===== src/rtl/mux_stream_rr_pkg.sv =====
// Shared definitions for the stream multiplexer family: width helpers,
// grant-mode encodings and the output buffer state type.
package mux_pkg;

  localparam int FP_W = 32;

  localparam logic MODE_SEL = 1'b0;
  localparam logic MODE_RR  = 1'b1;

  typedef enum logic {
    BUF_EMPTY = 1'b0,
    BUF_FULL  = 1'b1
  } buf_state_e;

  function automatic int clog2(input int n);
    int r;
    r = 0;
    for (int v = n - 1; v > 0; v = v >> 1) r++;
    return r;
  endfunction

  // Select / channel-ID width; never narrower than one bit.
  function automatic int sel_width(input int n);
    return (clog2(n) < 1) ? 1 : clog2(n);
  endfunction

endpackage


===== src/rtl/mux_stream_rr_if.sv =====
// Bundle of the N input streams, grant controls and the merged output stream.
interface mux_stream_rr_if import mux_pkg::*; #(
  parameter int N_CH = 4,
  parameter int W    = FP_W
);
  localparam int SEL_W = sel_width(N_CH);

  logic              mode;
  logic [SEL_W-1:0]  sel;
  logic [N_CH-1:0]   in_valid;
  logic [N_CH*W-1:0] in_data;
  logic [N_CH-1:0]   in_ready;
  logic              out_valid;
  logic [W-1:0]      out_data;
  logic [SEL_W-1:0]  out_ch;
  logic              out_ready;

  modport slave (
    input  mode, sel, in_valid, in_data, out_ready,
    output in_ready, out_valid, out_data, out_ch
  );

  modport master (
    output mode, sel, in_valid, in_data, out_ready,
    input  in_ready, out_valid, out_data, out_ch
  );

endinterface


===== src/rtl/mux_stream_rr_arb.sv =====
// Combinational round-robin arbiter: rotate requests so the search starts
// just after ptr, priority-encode the lowest set bit, then unrotate.
module rr_arbiter import mux_pkg::*; #(
  parameter  int N_CH  = 4,
  localparam int SEL_W = sel_width(N_CH)
) (
  input  logic [N_CH-1:0]  req,
  input  logic [SEL_W-1:0] ptr,
  output logic [SEL_W-1:0] gnt_idx,
  output logic             gnt_vld
);

  localparam logic [SEL_W-1:0] LAST  = SEL_W'(N_CH - 1);
  localparam logic [SEL_W:0]   NCH_W = (SEL_W + 1)'(N_CH);

  logic [SEL_W-1:0] w_start;
  logic [N_CH-1:0]  w_rot;
  logic [SEL_W-1:0] w_pos;
  logic [SEL_W:0]   w_sum;

  // Explicit wrap keeps non-power-of-two channel counts correct.
  assign w_start = (ptr == LAST) ? '0 : ptr + 1'b1;
  assign w_rot   = N_CH'({req, req} >> w_start);

  always_comb begin
    w_pos = '0;
    for (int j = N_CH - 1; j >= 0; j--) begin
      if (w_rot[j]) w_pos = SEL_W'(j);
    end
  end

  assign w_sum   = {1'b0, w_start} + {1'b0, w_pos};
  assign gnt_idx = (w_sum >= NCH_W) ? SEL_W'(w_sum - NCH_W) : w_sum[SEL_W-1:0];
  assign gnt_vld = |req;

endmodule


===== src/rtl/mux_stream_rr.sv =====
// N-to-1 stream mux with a one-entry registered output buffer and either
// externally selected or round-robin grants.
module mux_stream_rr import mux_pkg::*; #(
  parameter int N_CH = 4,
  parameter int W    = FP_W
) (
  input  logic           clk,
  input  logic           rst_n,
  mux_stream_rr_if.slave bus
);

  localparam int              SEL_W = sel_width(N_CH);
  localparam logic [N_CH-1:0] ONE   = N_CH'(1);

  buf_state_e       r_state, w_state_nxt;
  logic [W-1:0]     r_data_p1;
  logic [SEL_W-1:0] r_ch_p1;
  logic [SEL_W-1:0] r_ptr;

  logic             w_load;
  logic [N_CH-1:0]  w_sel_onehot;
  logic             w_sel_vld;
  logic [SEL_W-1:0] w_arb_idx;
  logic             w_arb_vld;
  logic [SEL_W-1:0] w_gnt;
  logic             w_gnt_vld;
  logic             w_xfer;
  logic [W-1:0]     w_gnt_data;

  rr_arbiter #(.N_CH(N_CH)) u_arb (
    .req     (bus.in_valid),
    .ptr     (r_ptr),
    .gnt_idx (w_arb_idx),
    .gnt_vld (w_arb_vld)
  );

  assign w_load = (r_state == BUF_EMPTY) || bus.out_ready;

  // A select beyond the last channel shifts the one-hot out entirely: no grant.
  assign w_sel_onehot = ONE << bus.sel;
  assign w_sel_vld    = |(bus.in_valid & w_sel_onehot);

  assign w_gnt     = (bus.mode == MODE_RR) ? w_arb_idx : bus.sel;
  assign w_gnt_vld = (bus.mode == MODE_RR) ? w_arb_vld : w_sel_vld;

  // rst_n gating holds every ready low while reset is asserted.
  assign w_xfer       = rst_n && w_load && w_gnt_vld;
  assign bus.in_ready = w_xfer ? (ONE << w_gnt) : '0;

  always_comb begin
    w_gnt_data = '0;
    for (int i = 0; i < N_CH; i++) begin
      if (w_gnt == SEL_W'(i)) w_gnt_data = bus.in_data[i*W +: W];
    end
  end

  always_comb begin
    w_state_nxt = r_state;
    if (w_load) w_state_nxt = w_xfer ? BUF_FULL : BUF_EMPTY;
  end

  // Stage p1: output buffer and round-robin pointer
  always_ff @(posedge clk or negedge rst_n) begin
    if (!rst_n) begin
      r_state <= BUF_EMPTY;
    end else begin
      r_state <= w_state_nxt;
    end
  end

  always_ff @(posedge clk or negedge rst_n) begin
    if (!rst_n) begin
      r_data_p1 <= '0;
      r_ch_p1   <= '0;
      r_ptr     <= SEL_W'(N_CH - 1);
    end else if (w_xfer) begin
      r_data_p1 <= w_gnt_data;
      r_ch_p1   <= w_gnt;
      r_ptr     <= w_gnt;
    end
  end

  assign bus.out_valid = (r_state == BUF_FULL);
  assign bus.out_data  = r_data_p1;
  assign bus.out_ch    = r_ch_p1;

endmodule


===== src/flat_wrapper.sv =====
// flat-port wrapper written by rule: the top's interface ports become plain ports
module mux_stream_rr_flat import mux_pkg::*;
#(
  parameter int N_CH = 4,
  parameter int W    = FP_W
)
  (clk, rst_n, bus_mode, bus_sel, bus_in_valid, bus_in_data, bus_out_ready, bus_in_ready, bus_out_valid, bus_out_data, bus_out_ch);
  mux_stream_rr_if #(.N_CH(N_CH), .W(W)) bus_i ();
  input  logic clk;
  input  logic rst_n;
  input wire logic [$bits(bus_i.mode)-1:0] bus_mode;
  input wire logic [$bits(bus_i.sel)-1:0] bus_sel;
  input wire logic [$bits(bus_i.in_valid)-1:0] bus_in_valid;
  input wire logic [$bits(bus_i.in_data)-1:0] bus_in_data;
  input wire logic [$bits(bus_i.out_ready)-1:0] bus_out_ready;
  output wire logic [$bits(bus_i.in_ready)-1:0] bus_in_ready;
  output wire logic [$bits(bus_i.out_valid)-1:0] bus_out_valid;
  output wire logic [$bits(bus_i.out_data)-1:0] bus_out_data;
  output wire logic [$bits(bus_i.out_ch)-1:0] bus_out_ch;
  assign bus_i.mode = bus_mode;
  assign bus_i.sel = bus_sel;
  assign bus_i.in_valid = bus_in_valid;
  assign bus_i.in_data = bus_in_data;
  assign bus_i.out_ready = bus_out_ready;
  assign bus_in_ready = bus_i.in_ready;
  assign bus_out_valid = bus_i.out_valid;
  assign bus_out_data = bus_i.out_data;
  assign bus_out_ch = bus_i.out_ch;
  mux_stream_rr #(.N_CH(N_CH), .W(W)) u_core (.clk(clk), .rst_n(rst_n), .bus(bus_i));
endmodule

===== config.mk =====
export PLATFORM = sky130hd
export DESIGN_NAME = mux_stream_rr_flat
export DESIGN_NICKNAME = d
export VERILOG_FILES = /design/src/rtl/mux_stream_rr_pkg.sv /design/src/rtl/mux_stream_rr_if.sv /design/src/rtl/mux_stream_rr_arb.sv /design/src/rtl/mux_stream_rr.sv /design/src/flat_wrapper.sv
export SDC_FILE = /design/constraint.sdc
export NUM_CORES = 1
export LEC_CHECK = 0
export ABC_AREA = 1
export CAP_MARGIN = 10
export CORE_MARGIN = 3
export CORE_UTILIZATION = 42
export DETAILED_ROUTE_END_ITERATION = 16
export HOLD_SLACK_MARGIN = 0.05
export PLACE_DENSITY = 0.84
export SLEW_MARGIN = 20
export SYNTH_ARGS = -nofsm -noshare
export SYNTH_HDL_FRONTEND = slang
export SYNTH_SLANG_ARGS = --single-unit
export TNS_END_PERCENT = 1

===== constraint.sdc =====
create_clock -name clk -period 8.5 [get_ports clk]
set_input_delay 2.55 -clock clk [delete_from_list [all_inputs] [get_ports clk]]
set_output_delay 2.55 -clock clk [all_outputs]
set_load 0.1 [all_outputs]

==> run_results.csv, run 1 <==
group,metric,value,unit
synth,syn-cell-area,3000,µm²
synth,ys_ff_latch,37,
drt,drcViolationCount,0,
global_route,grt_pass1_wl,17900,µm
synth,async_flop_share,100,%
drt,drt-total-wl,10900,µm
synth,synth-xor-area-share,0,%
synth,synth_nets,615,
floorplanning,num_rows,30,
clock_network,root_buffer,"clkbuf_8",
clock_network,tritoncts,"done",
worst_setup_path,crit_arrival,4.97,ns
clock_network,cts_hold_repair.buffers,0,
synth,synthSimpleGateAreaFrac,51.8,%
floorplanning,die_h,90.5,µm
global_route,grt_start_max_net_pins,63,
global_route,top_usage_layer,"met2",
place,gp_congestion,0.872,
timing,slew_viol_final,0,
global_route,grt_pass1_vias,3693,
timing,period_share,88.5,%
worst_setup_path,path_common_cell,"nand2_1",
clock_network,clock_path_buffers,2,
pwr,finalPower,2.30,mW
synth,ys_types,29,
layout,final-seq-area,928,µm²
drt,routed_via_density,5.17,
clock_network,cts_buffers,5,
synth,synth-warning-count,0,
synth,synth_edf_count,0,
worst_setup_path,max_stage_delay,0.45,ns
floorplanning,dieArea,8190,µm²
layout,drive_gt1_share,7.70,%
clock_network,cts_sinks,37,
drt,firstDrtPassIters,5,
timing,grt_setup_unrepaired,"false",
synth,synth_ff_type,"dfrtp_1",
clock_network,cts_setup_buffers,0,
global_route,grt_util_all_layers,26.2,%
timing,setup_viol,0,
worst_setup_path,crit_chain,"clkdlybuf4s50_1, inv_1, nand2_1, nand3_1, nand2_1, nor2_2, nand2_1, nand2_2, nand2_2, nand2_2, nand3_4, nand2_4, nand2_1, nor2_1, buf_12",
global_route,antenna_found_initial,0,
layout,multi_input_area,1730,µm²
worst_setup_path,critPathTopFamily,"simple AND/OR/NAND/NOR gates",
outcome,status,"complete, no violations",
pwr,power_density,467,nW/µm²
drt,via_count,3783,
worst_setup_path,crit_required,5.95,ns
worst_setup_path,startpoint_type,"input pin",
timing,worst_slew_pin_slew,1.03,ns
place,numPortBuffers,176,
floorplanning,coreArea,6870,µm²
layout,final_core_util,71.9,%
global_route,grtUsageMet3,5.75,%
place,dpl_cell_area,4800,µm²
clock_network,clk_pin_slew,0.07,ns
floorplanning,io_pins,177,
drt,wl_per_cell,14.8,µm
timing,setup_slack,0.979,ns
synth,synth_compound_area_share,5.25,%
timing,hold_viol,0,
clock_network,cts-resized-gates,0,
timing,fmax,0.133,GHz
global_route,overflow,0,
worst_setup_path,worstSetupEndpointType,"output pin",
clock_network,h-tree-depth,2,
synth,muxShareOfSynthArea,0,%
layout,finish.instance_area,4940,µm²
place,dp.cells,724,
synth,ys_seq_area_share,30.9,%
synth,synth_fa_ha_area_share,0.417,%
synth,avgSynthCellArea,6.30,µm²
floorplanning,die_width,90.5,µm
floorplanning,initial_core_util,43.7,%
worst_setup_path,path_buf_inv,3,
layout,layout.nets,774,
synth,synth_top_family_by_area,"simple AND/OR/NAND/NOR gates",
pwr,leakagePower,2.34,nW
layout,layoutNonFillerInstCount,732,
place,pre_cts_slack,0.980,ns
run,maxCapViolCount,0,
timing,hold_slack,0.482,ns
layout,fill_cells,583,
timing,min_period,7.52,ns
worst_setup_path,worstSetupPathType,"input pin to output pin",
pwr,ir_drop,0.000277,V
layout,area_delta_synth_final,64.6,%
hold_path,hp-class,"flop to flop",
synth,synthCells,476,
drt,drt_iter0_markers,228,
drt,ant_nets,0,
timing,finClkSkew,0.00339,ns
timing,max_slew_margin,30.9,%
worst_setup_path,cpMaxStageDelayCell,"clkdlybuf4s50_1",
global_route,met2_usage,45.6,%
place,dp_hpwl,8190,µm
timing,tns,0,ns
layout,diodes,0,
worst_setup_path,path_max_fanout,33,
global_route,use_met1,32.5,%
clock_network,clk_latency,0.28,ns
[placed cells by master, fill, tap and decap left out, types with 3 or more instances in the layout]
cell type,n
clkdlybuf4s50_1,171
nand2_1,144
nand3_1,86
inv_1,45
nor2_1,39
nand4_1,39
dfrtp_1,35
o21ai_0,12
o21ai_1,10
buf_4,7
or2_2,6
nand2_2,5
clkbuf_8,5
buf_12,4
inv_2,3
nand2_4,3
o21ai_2,3
[routing by layer]
metal | wire (µm) | vias up | part of all wire, %
met5 | 0 | - | 0
met4 | 163 | 0 | 1.5
met3 | 973 | 12 | 9.0
met2 | 5280 | 181 | 49
met1 | 4460 | 1718 | 41
li1 | - | 1872 | -
[state kept, by name, indices dropped and copies added (netlist names)]
signal                flops
u_core.bus.out_data      32
u_core.bus.out_valid      1
u_core.r_ptr              2
u_core.bus.out_ch         2
[synth_stat cells, drive strengths merged (2+ instances only)]
library cell	number	area, µm²
buf	19	121
clkbuf	12	45.0
dfstp	2	52.6
nand2	152	606
nor2	43	181
inv	48	180
dfrtp	35	876
nand3	89	475
nand4	39	244
o21ai	25	136
or2	6	37.5
[kinds of logic after synthesis]
family	Yosys count
buffers and inverters	79
flip-flops	37
AO/OA/AOI/OAI	28
AND/OR/NAND/NOR	331
adder cells (fa/ha/maj)	1
[worst reg2reg max path, stage by stage, from the launching register on]
cell,delay (ns)
dfstp_2,0.58
ha_1,0.33
inv_1,0.24
nand3_1,0.11
nand2_1,0.10
nand2_1,0.06
nand2_1,0.09
nand3_1,0.14
nand2_2,0.13
nand3_4,0.17
nand2_4,0.36
nand2_4,0.34
o21ai_0,0.29
inv_1,0.07
nand2_1,0.06
nand2_1,0.04
[where the power goes]
group,total (mW),internal [mW],switching (mW)
sequential,0.316,0.264,0.0520
combinational,1.81,0.480,1.33
clock,0.179,0.117,0.0624
[layout make-up]
| cell class | instances | share of cell area [%] |
|---|---|---|
| multi-input combinational | 360 | 34.9 |
| inverter | 48 | 3.65 |
| timing repair buffer | 183 | 37.5 |
| clock buffer | 5 | 1.39 |
| tap | 96 | 2.43 |
| clock inverter | 3 | 1.32 |
| sequential | 37 | 18.8 |
[path summary, 6_finish.rpt]
check	startpoint	end	slack, ns	depth (start not counted)
min in group asynchronous	rst_n	u_core.bus.out_data[19]$_DFFE_PN0P_	2.32	2
worst max register to register	u_core.r_ptr[0]$_DFFE_PN1P_	u_core.bus.out_data[30]$_DFFE_PN0P_	5.28	15
max in group asynchronous	rst_n	u_core.r_ptr[1]$_DFFE_PN1P_	5.82	2
worst max-delay path	bus_in_valid[2]	bus_in_ready[2]	0.98	15
worst min register to register	u_core.bus.out_data[26]$_DFFE_PN0P_	u_core.bus.out_data[26]$_DFFE_PN0P_	0.48	2
worst min-delay path	u_core.bus.out_data[26]$_DFFE_PN0P_	u_core.bus.out_data[26]$_DFFE_PN0P_	0.48	2
Note: power is estimated with default switching activity, not from simulation.
==> run 2: changes to the inputs <==
CORE_MARGIN = 5   (was 3)
REMOVE_ABC_BUFFERS = 1   (was unset)
==> run 2 against run 1 <==
Against the previous run: global-route usage shrank 0.058 points; cell count is 0.14% lower; clock power is 8% lower; register-to-register slack improved by 0.02 ns; fmax grew 0.87%; sequential power decreased by 2%; design area down 0.51%; sequential share of layout area grew 0.096 points; largest cell class unchanged; largest power group unchanged.
==> run_results.csv, run 2 (synthesized netlist as in run 1, its figures left out) <==
group,metric,value,unit
global_route,antenna_found_initial,0,
place,gp_congestion,0.923,
pwr,leakagePower,2.33,nW
pwr,finalPower,2.28,mW
place,numPortBuffers,176,
global_route,grt_start_max_net_pins,63,
global_route,overflow,0,
timing,fmax,0.134,GHz
drt,routed_via_density,5.23,
timing,min_period,7.46,ns
clock_network,cts_buffers,5,
worst_setup_path,path_max_fanout,33,
clock_network,tritoncts,"done",
layout,diodes,0,
clock_network,clk_pin_slew,0.07,ns
hold_path,hp-start,"u_core.r_ptr[1]$_DFFE_PN1P_",
layout,area_delta_synth_final,63.7,%
worst_setup_path,worstSetupEndpointType,"output pin",
pwr,power_density,464,nW/µm²
global_route,grt_pass1_wl,18400,µm
floorplanning,coreArea,6870,µm²
layout,largest_register_ff_count,32,
timing,worst_slew_pin_slew,1.05,ns
global_route,use_met1,32.1,%
clock_network,cts_setup_buffers,0,
worst_setup_path,worstSetupPathType,"input pin to output pin",
layout,drive_gt1_share,7.40,%
clock_network,cts_hold_repair.buffers,0,
timing,max_slew_margin,29.6,%
drt,ant_nets,0,
timing,setup_slack,1.04,ns
floorplanning,initial_core_util,43.7,%
place,dp_hpwl,8830,µm
pwr,ir_drop,0.000252,V
place,pre_cts_slack,1.03,ns
timing,hold_slack,0.478,ns
floorplanning,num_rows,30,
timing,tns,0,ns
worst_setup_path,startpoint_type,"input pin",
clock_network,clock_path_buffers,2,
hold_path,hp-class,"flop to flop",
global_route,met2_usage,45.3,%
floorplanning,io_pins,177,
clock_network,cts_sinks,37,
drt,wl_per_cell,16.1,µm
clock_network,h-tree-depth,2,
floorplanning,die_h,94.5,µm
global_route,grt_util_all_layers,26.1,%
run,maxCapViolCount,0,
layout,layout_commonest_cell,"clkdlybuf4s50_1",
timing,grt_setup_unrepaired,"false",
drt,firstDrtPassIters,5,
timing,slew_viol_final,0,
floorplanning,die_width,94.5,µm
clock_network,cts-resized-gates,0,
worst_setup_path,reg2reg_from,"u_core.r_ptr[0]$_DFFE_PN1P_",
worst_setup_path,startpoint,"bus_in_valid[2]",
outcome,status,"complete, no violations",
worst_setup_path,crit_arrival,4.91,ns
timing,setup_viol,0,
timing,period_share,87.7,%
drt,drt_iter0_markers,233,
global_route,top_usage_layer,"met2",
drt,drt-total-wl,11800,µm
timing,hold_viol,0,
global_route,grtUsageMet3,5.58,%
floorplanning,dieArea,8930,µm²
layout,layout.nets,773,
clock_network,root_buffer,"clkbuf_8",
drt,drcViolationCount,0,
global_route,grt_pass1_vias,3638,
drt,via_count,3821,
worst_setup_path,crit_required,5.95,ns
layout,final_cell_mix,"171 x clkdlybuf4s50_1, 144 x nand2_1, 86 x nand3_1",
clock_network,clk_latency,0.30,ns
timing,finClkSkew,0.00804,ns
-- run 2: cell types whose count changed in the layout (fill, tap and decap cells not counted), sizes merged --
cell and change:
clkbuf +2, bufinv -1, clkinv -1, buf -1
-- run 2: layout make-up --
type | count | area [µm²]
Clock inverter | 1 | 30.0
Sequential cell | 37 | 928
Tap cell | 96 | 120
Multi-Input combinational cell | 360 | 1730
Clock buffer | 7 | 86.3
Timing Repair Buffer | 182 | 1840
Fill cell | 576 | 1960
Inverter | 48 | 180
-- run 2: worst paths after layout --
check	slack, ns	endpoint	cells after the start
max in group asynchronous	5.82	u_core.r_ptr[1]$_DFFE_PN1P_	2
setup reg to reg	5.30	u_core.bus.out_data[26]$_DFFE_PN0P_	15
setup / recovery	1.04	bus_in_ready[2]	14
min in group asynchronous	2.32	u_core.bus.out_data[4]$_DFFE_PN0P_	2
hold reg to reg	0.48	u_core.r_ptr[1]$_DFFE_PN1P_	2
hold / removal	0.48	u_core.r_ptr[1]$_DFFE_PN1P_	2
-- run 2: metrics by stage --
step,instances,util (%),instance area [µm²]
2_1_floorplan,445,-,2830
3_3_place_gp,723,69.8,4800
3_5_place_dp,723,69.8,4800
4_1_cts,731,71.5,4910
5_1_grt,731,71.5,4910
6_report,731,71.5,4910
-- run 2: critical path, stage by stage --
cell	delay [ns]
clkdlybuf4s50_1	0.51
inv_1	0.08
nand2_1	0.10
nand3_1	0.08
nand2_1	0.11
inv_1	0.05
nand2_1	0.09
nand3_1	0.13
nand2_2	0.12
nand3_4	0.17
nand2_4	0.36
nand2_1	0.16
nor2_1	0.20
buf_12	0.20
-- run 2: report_power, final --
| part | switching, mW | internal, mW | leakage, nW |
|---|---|---|---|
| registers | 0.0455 | 0.264 | 0.441 |
| clock network | 0.0679 | 0.0958 | 0.0585 |
| logic | 1.32 | 0.480 | 1.83 |
| total | 1.44 | 0.839 | 2.33 |
-- run 2: metal layers --
layer | part of all wire (%) | routed length, µm
met1 | 39 | 4630
met2 | 50 | 5900
met3 | 7.7 | 910
met4 | 2.9 | 339
met5 | 0 | 0
==> run 3: changes to the inputs <==
SKIP_LAST_GASP = 1   (was unset)
==> results of run 3 <==
Same layout as run 2: the final DEF is identical, and so are final timing and power.
